**src/rtl/exe_mem_pkg.sv**
```systemverilog
// Shared definitions for the EXE->MEM pipeline register: memop encodings,
// default widths, the reference payload layout and a payload-width helper.
`timescale 1ns/1ps
package exe_mem_pkg;

    localparam logic [1:0] MEMOP_NONE  = 2'b00;
    localparam logic [1:0] MEMOP_READ  = 2'b01;
    localparam logic [1:0] MEMOP_WRITE = 2'b10;
    localparam logic [1:0] MEMOP_RSVD  = 2'b11;

    localparam int DEF_DATA_W = 16;
    localparam int DEF_REG_W  = 4;

    // Payload field order at the default widths; the top mirrors this order
    // with its own parameterised widths.
    typedef struct packed {
        logic [1:0]            ctl;
        logic                  wb;
        logic [DEF_DATA_W-1:0] alu;
        logic [DEF_DATA_W-1:0] wdata;
        logic [DEF_REG_W-1:0]  wreg;
    } exe_mem_payload_t;

    function automatic int payload_width(input int data_w, input int reg_w);
        return 3 + 2 * data_w + reg_w;
    endfunction

endpackage

```
**src/rtl/exe_mem_skid.sv**
```systemverilog
// One-entry skid buffer, payload-width generic. Captures an instruction
// accepted while the downstream output register is held, and releases it
// when the output register is free again or the stage is flushed.
//
// state    | meaning
// ---------+---------------------------------------------------
// ST_EMPTY | no parked entry; upstream may present a new instruction
// ST_FULL  | one entry parked, waiting for the output register to free
`timescale 1ns/1ps
module exe_mem_skid #(
    parameter int W = 8
) (
    input  logic         clk,
    input  logic         rst,
    input  logic         flush,
    input  logic         push,
    input  logic         pop,
    input  logic [W-1:0] din,
    output logic [W-1:0] dout,
    output logic         full
);

    typedef enum logic {ST_EMPTY = 1'b0, ST_FULL = 1'b1} state_t;

    state_t         r_state;
    state_t         w_next;
    logic [W-1:0]   r_data;

    // State register.
    always_ff @(posedge clk or posedge rst) begin
        if (rst) r_state <= ST_EMPTY;
        else     r_state <= w_next;
    end

    // Next-state: fill on push while empty; drain on pop or flush.
    always_comb begin
        w_next = r_state;
        case (r_state)
            ST_EMPTY: if (push && !flush) w_next = ST_FULL;
            ST_FULL:  if (pop || flush)   w_next = ST_EMPTY;
            default:  w_next = ST_EMPTY;
        endcase
    end

    // Capture the parked payload only when the slot is free.
    always_ff @(posedge clk or posedge rst) begin
        if (rst)                                  r_data <= '0;
        else if (push && (r_state == ST_EMPTY))   r_data <= din;
    end

    assign dout = r_data;
    assign full = (r_state == ST_FULL);

endmodule

```
**src/rtl/exe_mem_pipe.sv**
```systemverilog
// EXE->MEM pipeline register with valid/ready handshake, flush, memop decode,
// forwarding qualifier, illegal-memop pulse and saturating stall counter.
// Optional feature macro: EXE_MEM_SKID_EN adds a one-entry skid buffer and
// makes in_ready a registered signal; without it in_ready is combinational.
`timescale 1ns/1ps
module exe_mem_pipe
    import exe_mem_pkg::*;
#(
    parameter int               DATA_W      = DEF_DATA_W,
    parameter int               REG_W       = DEF_REG_W,
    parameter logic [REG_W-1:0] NOP_REG     = {REG_W{1'b1}},
    parameter int               STALL_CNT_W = 8
) (
    input  logic                   clk,
    input  logic                   rst,
    input  logic                   flush,
    input  logic                   in_valid,
    output logic                   in_ready,
    input  logic [1:0]             controlmem_in,
    input  logic                   controlwb_in,
    input  logic [DATA_W-1:0]      alu_in,
    input  logic [DATA_W-1:0]      wdata_in,
    input  logic [REG_W-1:0]       wreg_in,
    output logic                   out_valid,
    input  logic                   out_ready,
    output logic                   memread_out,
    output logic                   memwrite_out,
    output logic                   controlwb_out,
    output logic [DATA_W-1:0]      alu_out,
    output logic [DATA_W-1:0]      wdata_out,
    output logic [REG_W-1:0]       wreg_out,
    output logic                   fwd_valid,
    output logic                   illegal_op,
    output logic [STALL_CNT_W-1:0] stall_cnt
);

    typedef struct packed {
        logic [1:0]        ctl;
        logic              wb;
        logic [DATA_W-1:0] alu;
        logic [DATA_W-1:0] wdata;
        logic [REG_W-1:0]  wreg;
    } pl_t;

    logic                   r_valid;
    logic                   r_memread;
    logic                   r_memwrite;
    logic                   r_wb;
    logic [DATA_W-1:0]      r_alu;
    logic [DATA_W-1:0]      r_wdata;
    logic [REG_W-1:0]       r_wreg;
    logic                   r_illegal;
    logic [STALL_CNT_W-1:0] r_stall;

    logic                   w_load;
    logic                   w_accept;
    logic                   w_src_valid;
    pl_t                    w_in_pl;
    pl_t                    w_src_pl;

    // The output register may take new contents when empty or being consumed.
    assign w_load  = ~r_valid | out_ready;
    assign w_in_pl = '{ctl: controlmem_in, wb: controlwb_in, alu: alu_in,
                       wdata: wdata_in, wreg: wreg_in};

`ifdef EXE_MEM_SKID_EN
    localparam int PL_W = payload_width(DATA_W, REG_W);

    logic              w_skid_full;
    logic              w_push;
    logic              w_pop;
    logic [PL_W-1:0]   w_skid_dout;

    // A parked entry always has priority over the input; while parked,
    // in_ready is low so the two never compete.
    assign in_ready    = ~w_skid_full;
    assign w_accept    = in_valid & in_ready;
    assign w_push      = w_accept & ~w_load & ~flush;
    assign w_pop       = w_skid_full & w_load;
    assign w_src_pl    = w_skid_full ? pl_t'(w_skid_dout) : w_in_pl;
    assign w_src_valid = w_skid_full | w_accept;

    exe_mem_skid #(.W(PL_W)) u_skid (
        .clk   (clk),
        .rst   (rst),
        .flush (flush),
        .push  (w_push),
        .pop   (w_pop),
        .din   (w_in_pl),
        .dout  (w_skid_dout),
        .full  (w_skid_full)
    );
`else
    assign in_ready    = w_load;
    assign w_accept    = in_valid & in_ready;
    assign w_src_pl    = w_in_pl;
    assign w_src_valid = w_accept;
`endif

    // Output register: flush and bubbles clear controls, data fields hold.
    always_ff @(posedge clk or posedge rst) begin
        if (rst) begin
            r_valid    <= 1'b0;
            r_memread  <= 1'b0;
            r_memwrite <= 1'b0;
            r_wb       <= 1'b0;
            r_alu      <= '0;
            r_wdata    <= '0;
            r_wreg     <= NOP_REG;
            r_illegal  <= 1'b0;
        end else begin
            r_illegal <= 1'b0;
            if (flush || (w_load && !w_src_valid)) begin
                r_valid    <= 1'b0;
                r_memread  <= 1'b0;
                r_memwrite <= 1'b0;
                r_wb       <= 1'b0;
                r_wreg     <= NOP_REG;
            end else if (w_load) begin
                r_valid    <= 1'b1;
                r_memread  <= (w_src_pl.ctl == MEMOP_READ);
                r_memwrite <= (w_src_pl.ctl == MEMOP_WRITE);
                r_wb       <= w_src_pl.wb;
                r_alu      <= w_src_pl.alu;
                r_wdata    <= w_src_pl.wdata;
                r_wreg     <= w_src_pl.wreg;
                r_illegal  <= (w_src_pl.ctl == MEMOP_RSVD);
            end
        end
    end

    // Count cycles where MEM holds a live instruction it cannot consume.
    always_ff @(posedge clk or posedge rst) begin
        if (rst)
            r_stall <= '0;
        else if (r_valid && !out_ready && !(&r_stall))
            r_stall <= r_stall + STALL_CNT_W'(1);
    end

    assign out_valid     = r_valid;
    assign memread_out   = r_memread;
    assign memwrite_out  = r_memwrite;
    assign controlwb_out = r_wb;
    assign alu_out       = r_alu;
    assign wdata_out     = r_wdata;
    assign wreg_out      = r_wreg;
    assign fwd_valid     = r_valid & r_wb & (r_wreg != NOP_REG);
    assign illegal_op    = r_illegal;
    assign stall_cnt     = r_stall;

endmodule

```
**config.mk**
```make
export PLATFORM = sky130hd
export DESIGN_NAME = exe_mem_pipe
export DESIGN_NICKNAME = d
export VERILOG_FILES = /design/src/rtl/exe_mem_pkg.sv /design/src/rtl/exe_mem_skid.sv /design/src/rtl/exe_mem_pipe.sv
export SDC_FILE = /design/constraint.sdc
export NUM_CORES = 1
export LEC_CHECK = 0
export ABC_AREA = 0
export CORE_ASPECT_RATIO = 1.4
export CORE_UTILIZATION = 40
export DETAILED_ROUTE_END_ITERATION = 10
export HOLD_SLACK_MARGIN = 0.03
export PLACE_DENSITY = 0.79
export SLEW_MARGIN = 15
export SYNTH_ARGS = -nofsm -noshare
export SYNTH_HDL_FRONTEND = slang
export SYNTH_SLANG_ARGS = --single-unit
```
**constraint.sdc**
```tcl
create_clock -name clk -period 1.76 [get_ports clk]
set_clock_uncertainty 0.05 [all_clocks]
set_input_delay 0.264 -clock clk [delete_from_list [all_inputs] [get_ports clk]]
set_output_delay 0.264 -clock clk [all_outputs]
set_load 0.03 [all_outputs]
```
**After elaboration in Yosys (flattened, before gate mapping)**

Index checks and enable logic that the tools add are counted.

- Bits in registers: 49
- Bits of input ports: 44
- Output and inout port bits: 51
- Word-level logic and storage cells: 42

- Reduce and logical (&&, ||, !) cells: 10
- Equal/unequal tests: 4
- Mux-type cells: 12
- Bitwise operators: 6
- Add/subtract/negate cells: 1

Operator list:

| operator | number |
|---|---|
| two-way mux 1 bit | 10 |
| adder 8 x 1 -> 8 bit, second input constant | 1 |
| two-way mux 4 bit | 2 |
| AND reduction 8 bit | 1 |
| == test 2 bit, second input constant | 2 |
| != test 4 bit, second input constant | 1 |
| bitwise AND 1 bit | 3 |
| logical AND 1 bit | 3 |
| logical NOT 1 bit | 3 |
| == test 2 x 1 -> 1 bit, second input constant | 1 |
| NOT 1 bit | 2 |
| AND reduction 2 bit | 1 |
| nonzero test 2 bit | 1 |
| logical OR 1 bit | 1 |
| bitwise OR 1 bit | 1 |

**Logic depth before layout (Yosys ltp)**

- Word-level depth: 8
- Gate-level depth with buffers: 7
- Depth with buffers taken out: 5

**Worst setup path after synthesis**

No wires, ideal clock.

- Path type: register to register
- Start: register r_valid (netlist: out_valid)
- End: register r_stall[7] (netlist: stall_cnt[7])
- Clock period less this slack: 1.622 ns
- Buffers on the path: 1
- Setup time: 0.125 ns
- Arrival: 1.447 ns
- Stages on the path, launching flop included: 6
- Data required time: 1.585 ns
- Slack: 0.138 ns
- Cells stage by stage: dfrtp_1 nor2b_4 buf_6 nand4_1 nor2_1 mux2_2

- Longest elaborated chain between the ends: 2

Ends and longest elaborated chain:

| item | RTL line | text |
|---|---|---|
| start: declaration | exe_mem_pipe.sv:45 | `logic r_valid;` |
| start signal: assignment | exe_mem_pipe.sv:103 | `r_valid <= 1'b0;` |
| start signal: assignment | exe_mem_pipe.sv:114 | `r_valid <= 1'b0;` |
| start signal: assignment | exe_mem_pipe.sv:120 | `r_valid <= 1'b1;` |
| logical AND 1 bit (2 in series) | exe_mem_pipe.sv:136 | `else if (r_valid && !out_ready && !(&r_stall))` |
| end signal: assignment | exe_mem_pipe.sv:137 | `r_stall <= r_stall + STALL_CNT_W'(1);` |
| end: declaration | exe_mem_pipe.sv:53 | `logic [STALL_CNT_W-1:0] r_stall;` |

No other way between the ends.
A chain may end at the register's enable or synchronous reset.

**Worst setup path in the final report**

- Start: register r_wb (netlist: controlwb_out)
- End: output port controlwb_out

RTL lines:

| item | RTL line | text |
|---|---|---|
| start: declaration | exe_mem_pipe.sv:48 | `logic r_wb;` |
| start signal: assignment | exe_mem_pipe.sv:123 | `r_wb <= w_src_pl.wb;` |
| end: declaration | exe_mem_pipe.sv:28 | `output logic controlwb_out,` |

No word-level cell between the ends.

==> results.json <==
{
  "start_util_pct": 41.5,
  "finalCritPeriodShare_pct": 96.5,
  "yosys_most_used_dff": "dfrtp_1",
  "tightest_slew_ns": 0.452,
  "crit_end": "controlwb_out",
  "multi_input_area_um2": 693,
  "synthesis.nets": 246,
  "gp_congestion": 0.760,
  "finalMaxSlewViolations": 0,
  "ir_worst_vdd_uv": 760,
  "die_w_um": 61.7,
  "critPathCaptureType": "primary output",
  "hold_class": "in2async",
  "hpwl_mm": 3.51,
  "final_layout_size_suffix_gt1_share_pct": 8.88,
  "cp.required_ns": 1.45,
  "regToRegSetupSlack_ns": 0.26,
  "synth_warnings": 0,
  "async_reset_ff_share_pct": 100,
  "finalHoldViolations": 0,
  "grt_max_degree": 36,
  "die_h_um": 85.6,
  "cpMaxStageDelayCell": "clkdlybuf4s50_1",
  "cts_sinks": 49,
  "pwr-share-seq_pct": 45.8,
  "diodes": 0,
  "wl_per_cell_um": 12.9,
  "ios": 95,
  "rsz0062_at_grt": "no",
  "sw_frac_of_total_pct": 34.6,
  "power_leakage_nw": 1.54,
  "avgViaCountPerCell": 4.65,
  "grt_usage_pct": 19.7,
  "cpLargestDelayFamily": "buffers and inverters",
  "cp_max_fo": 3,
  "htreeDepth": 2,
  "antenna_found_initial": 0,
  "r2r_start": "stall_cnt[0]",
  "grt_pass1_wl_mm": 7.71,
  "place_ws_ns": -0.00158,
  "post_cts.repair.setup_buffers": 0,
  "p_int_mw": 2.06,
  "clockBufferDepth": 2,
  "dr.first_iter.drc_count": 40,
  "fin_ws_ns": 0.0621,
  "fmax_mhz": 589,
  "vias": 1710,
  "synth_top_cell_area_share_pct": 56.4,
  "status": "finished, final reports clean",
  "cap_violations": 0,
  "finalSetupTns_ns": 0,
  "ys_seq_area_share_pct": 61.7,
  "cp_data_arrival_time_ns": 1.38,
  "finalSetupViolCount": 0,
  "pwr-share-comb_pct": 34.0,
  "drt-total-wl_mm": 4.76,
  "slew_headroom_pct": 69.8,
  "num_rows": 30,
  "rr_endpoint": "stall_cnt[1]",
  "clkSlewWorstSetupHoldPaths_ns": 0.09,
  "ant_nets": 0,
  "fill_cells": 409,
  "portBuffers": 94,
  "synth_cell_type_count": 30,
  "synth_edf_count": 0,
  "die_area_um2": 5280,
  "grt_pass1_vias": 1701,
  "dr.pass1.iters": 5,
  "worst-path-buf-inv": 1,
  "pwr_density_cell_nw_per_um2": 1000,
  "critical_path.max_stage_delay_ns": 0.70,
  "syn_to_final_growth_pct": 57.2,
  "overflow": 0,
  "crit_path_start": "controlwb_out",
  "ys_top_cells_by_area": "dfrtp_1 (56%), nand2_1 (19%), dfstp_2 (5.3%), buf_6 (2.3%), o22a_1 (1.8%)",
  "p_total_mw": 3.15,
  "cp-start-kind": "flop",
  "drc": 0,
  "clk_latency_ns": 0.29,
  "synth.ff_latch_count": 49,
  "cts-root-buf": "clkbuf_8",
  "cts_tree": "built",
  "syn_avg_cell_area_um2": 9.93,
  "crit_type": "reg2out",
  "syn_inst": 201,
  "yosys.area.top_type": "dfrtp_1",
  "seq_area_um2": 1230,
  "switching_power_mw": 1.09,
  "synth_area_um2": 2000,
  "cts_made_buffers": 5,
  "cts_hold_buffers": 0,
  "path_depth": 1,
  "synth_most_common_cell": "nand2_1",
  "pwr-share-clk_pct": 20.2,
  "timing.final.crit_period_ns": 1.70,
  "fin_nets": 348,
  "coreArea_um2": 4800,
  "ys_top_cells_by_count": "nand2_1 (101), dfrtp_1 (45), nor2_1 (9)",
  "worstPathCellList": "clkdlybuf4s50_1",
  "reg2regPathDepth": 4
}
-- cells by family after synthesis --
group                    count (synthesis)  share of synthesized area (%)
XOR/XNOR                                 4                           1.76
AO/OA/AOI/OAI                           12                           4.58
AND/OR/NAND/NOR                        123                           26.6
adder cells (fa/ha/maj)                  1                          0.627
multiplexers                             2                           1.13
flip-flops                              49                           61.7
buffers and inverters                   10                           3.57
-- flip-flops by register name (all words and copies together), names as in the netlist --
register,cells
controlwb_out,1
stall_cnt,8
memwrite_out,1
illegal_op,1
out_valid,1
alu_out,16
wdata_out,16
wreg_out,4
memread_out,1
-- routing by layer --
layer,vias to the layer above,global-route usage (%),share of wire [%]
li1,838,-,-
met1,815,23.1,39
met2,55,33.6,54
met3,2,6.64,6.3
met4,0,5.45,0.46
met5,-,0,0
-- cells in the final DEF, fill, tap and decap left out, types with 2 or more instances in the layout --
master and count:
clkbuf_8 5, clkbuf_1 2, dfstp_2 4, dlygate4sd2_1 8, and3_1 2, dlymetal6s2s_1 5, inv_2 2, nand4_1 2
a21oi_1 2, o22a_1 4, buf_4 6, mux2_2 2, nand2_1 101, xor2_1 2, xnor2_1 2, nor2_1 9
clkdlybuf4s50_1 80, buf_12 3, nand3_1 2, dfrtp_1 45
-- layout make-up --
cell class                      instances  area share (%)
Multi-Input combinational cell        142            22.1
Timing Repair Buffer                  102            33.1
Inverter                                3           0.359
Clock buffer                            7            2.43
Clock inverter                          1           0.239
Tap cell                               64            2.55
Sequential cell                        49            39.2
-- metrics by stage --
stage	hold slack, ns	cell area, um2	std cells	util, %
final	0.239	3140	368	65.3
after floorplan	0.280	2000	201	-
after detailed placement	0.412	3050	360	63.5
after global routing	0.253	3140	368	65.3
after CTS	0.241	3130	368	65.1
after global placement	0.407	3050	360	63.5
-- power by group through the flow --
stage	clock network (mW)	registers (mW)	logic, mW
after floorplan	0	1.80	0.233
after global placement	0	1.46	1.09
after detailed placement	0	1.47	1.11
after CTS	0.662	1.45	1.09
after global routing	0.711	1.47	1.15
final	0.636	1.44	1.07
-- worst min path at each step --
stage / startpoint / endpoint / cells past startpoint
detailed placement: alu_out[11] / alu_out[11] / 2
global placement: alu_out[9] / alu_out[9] / 2
finish: rst / controlwb_out / 2
floorplan: flush / out_valid / 1
CTS: rst / memwrite_out / 2
global route: rst / memwrite_out / 2
-- repair_timing --
item                       in CTS  in global routing
resized for setup               8                  5
hold endpoints to repair        0                  0
cloned                          0                  0
setup endpoints to repair       8                  5
No activity file was read; power rests on OpenSTA's default activity.
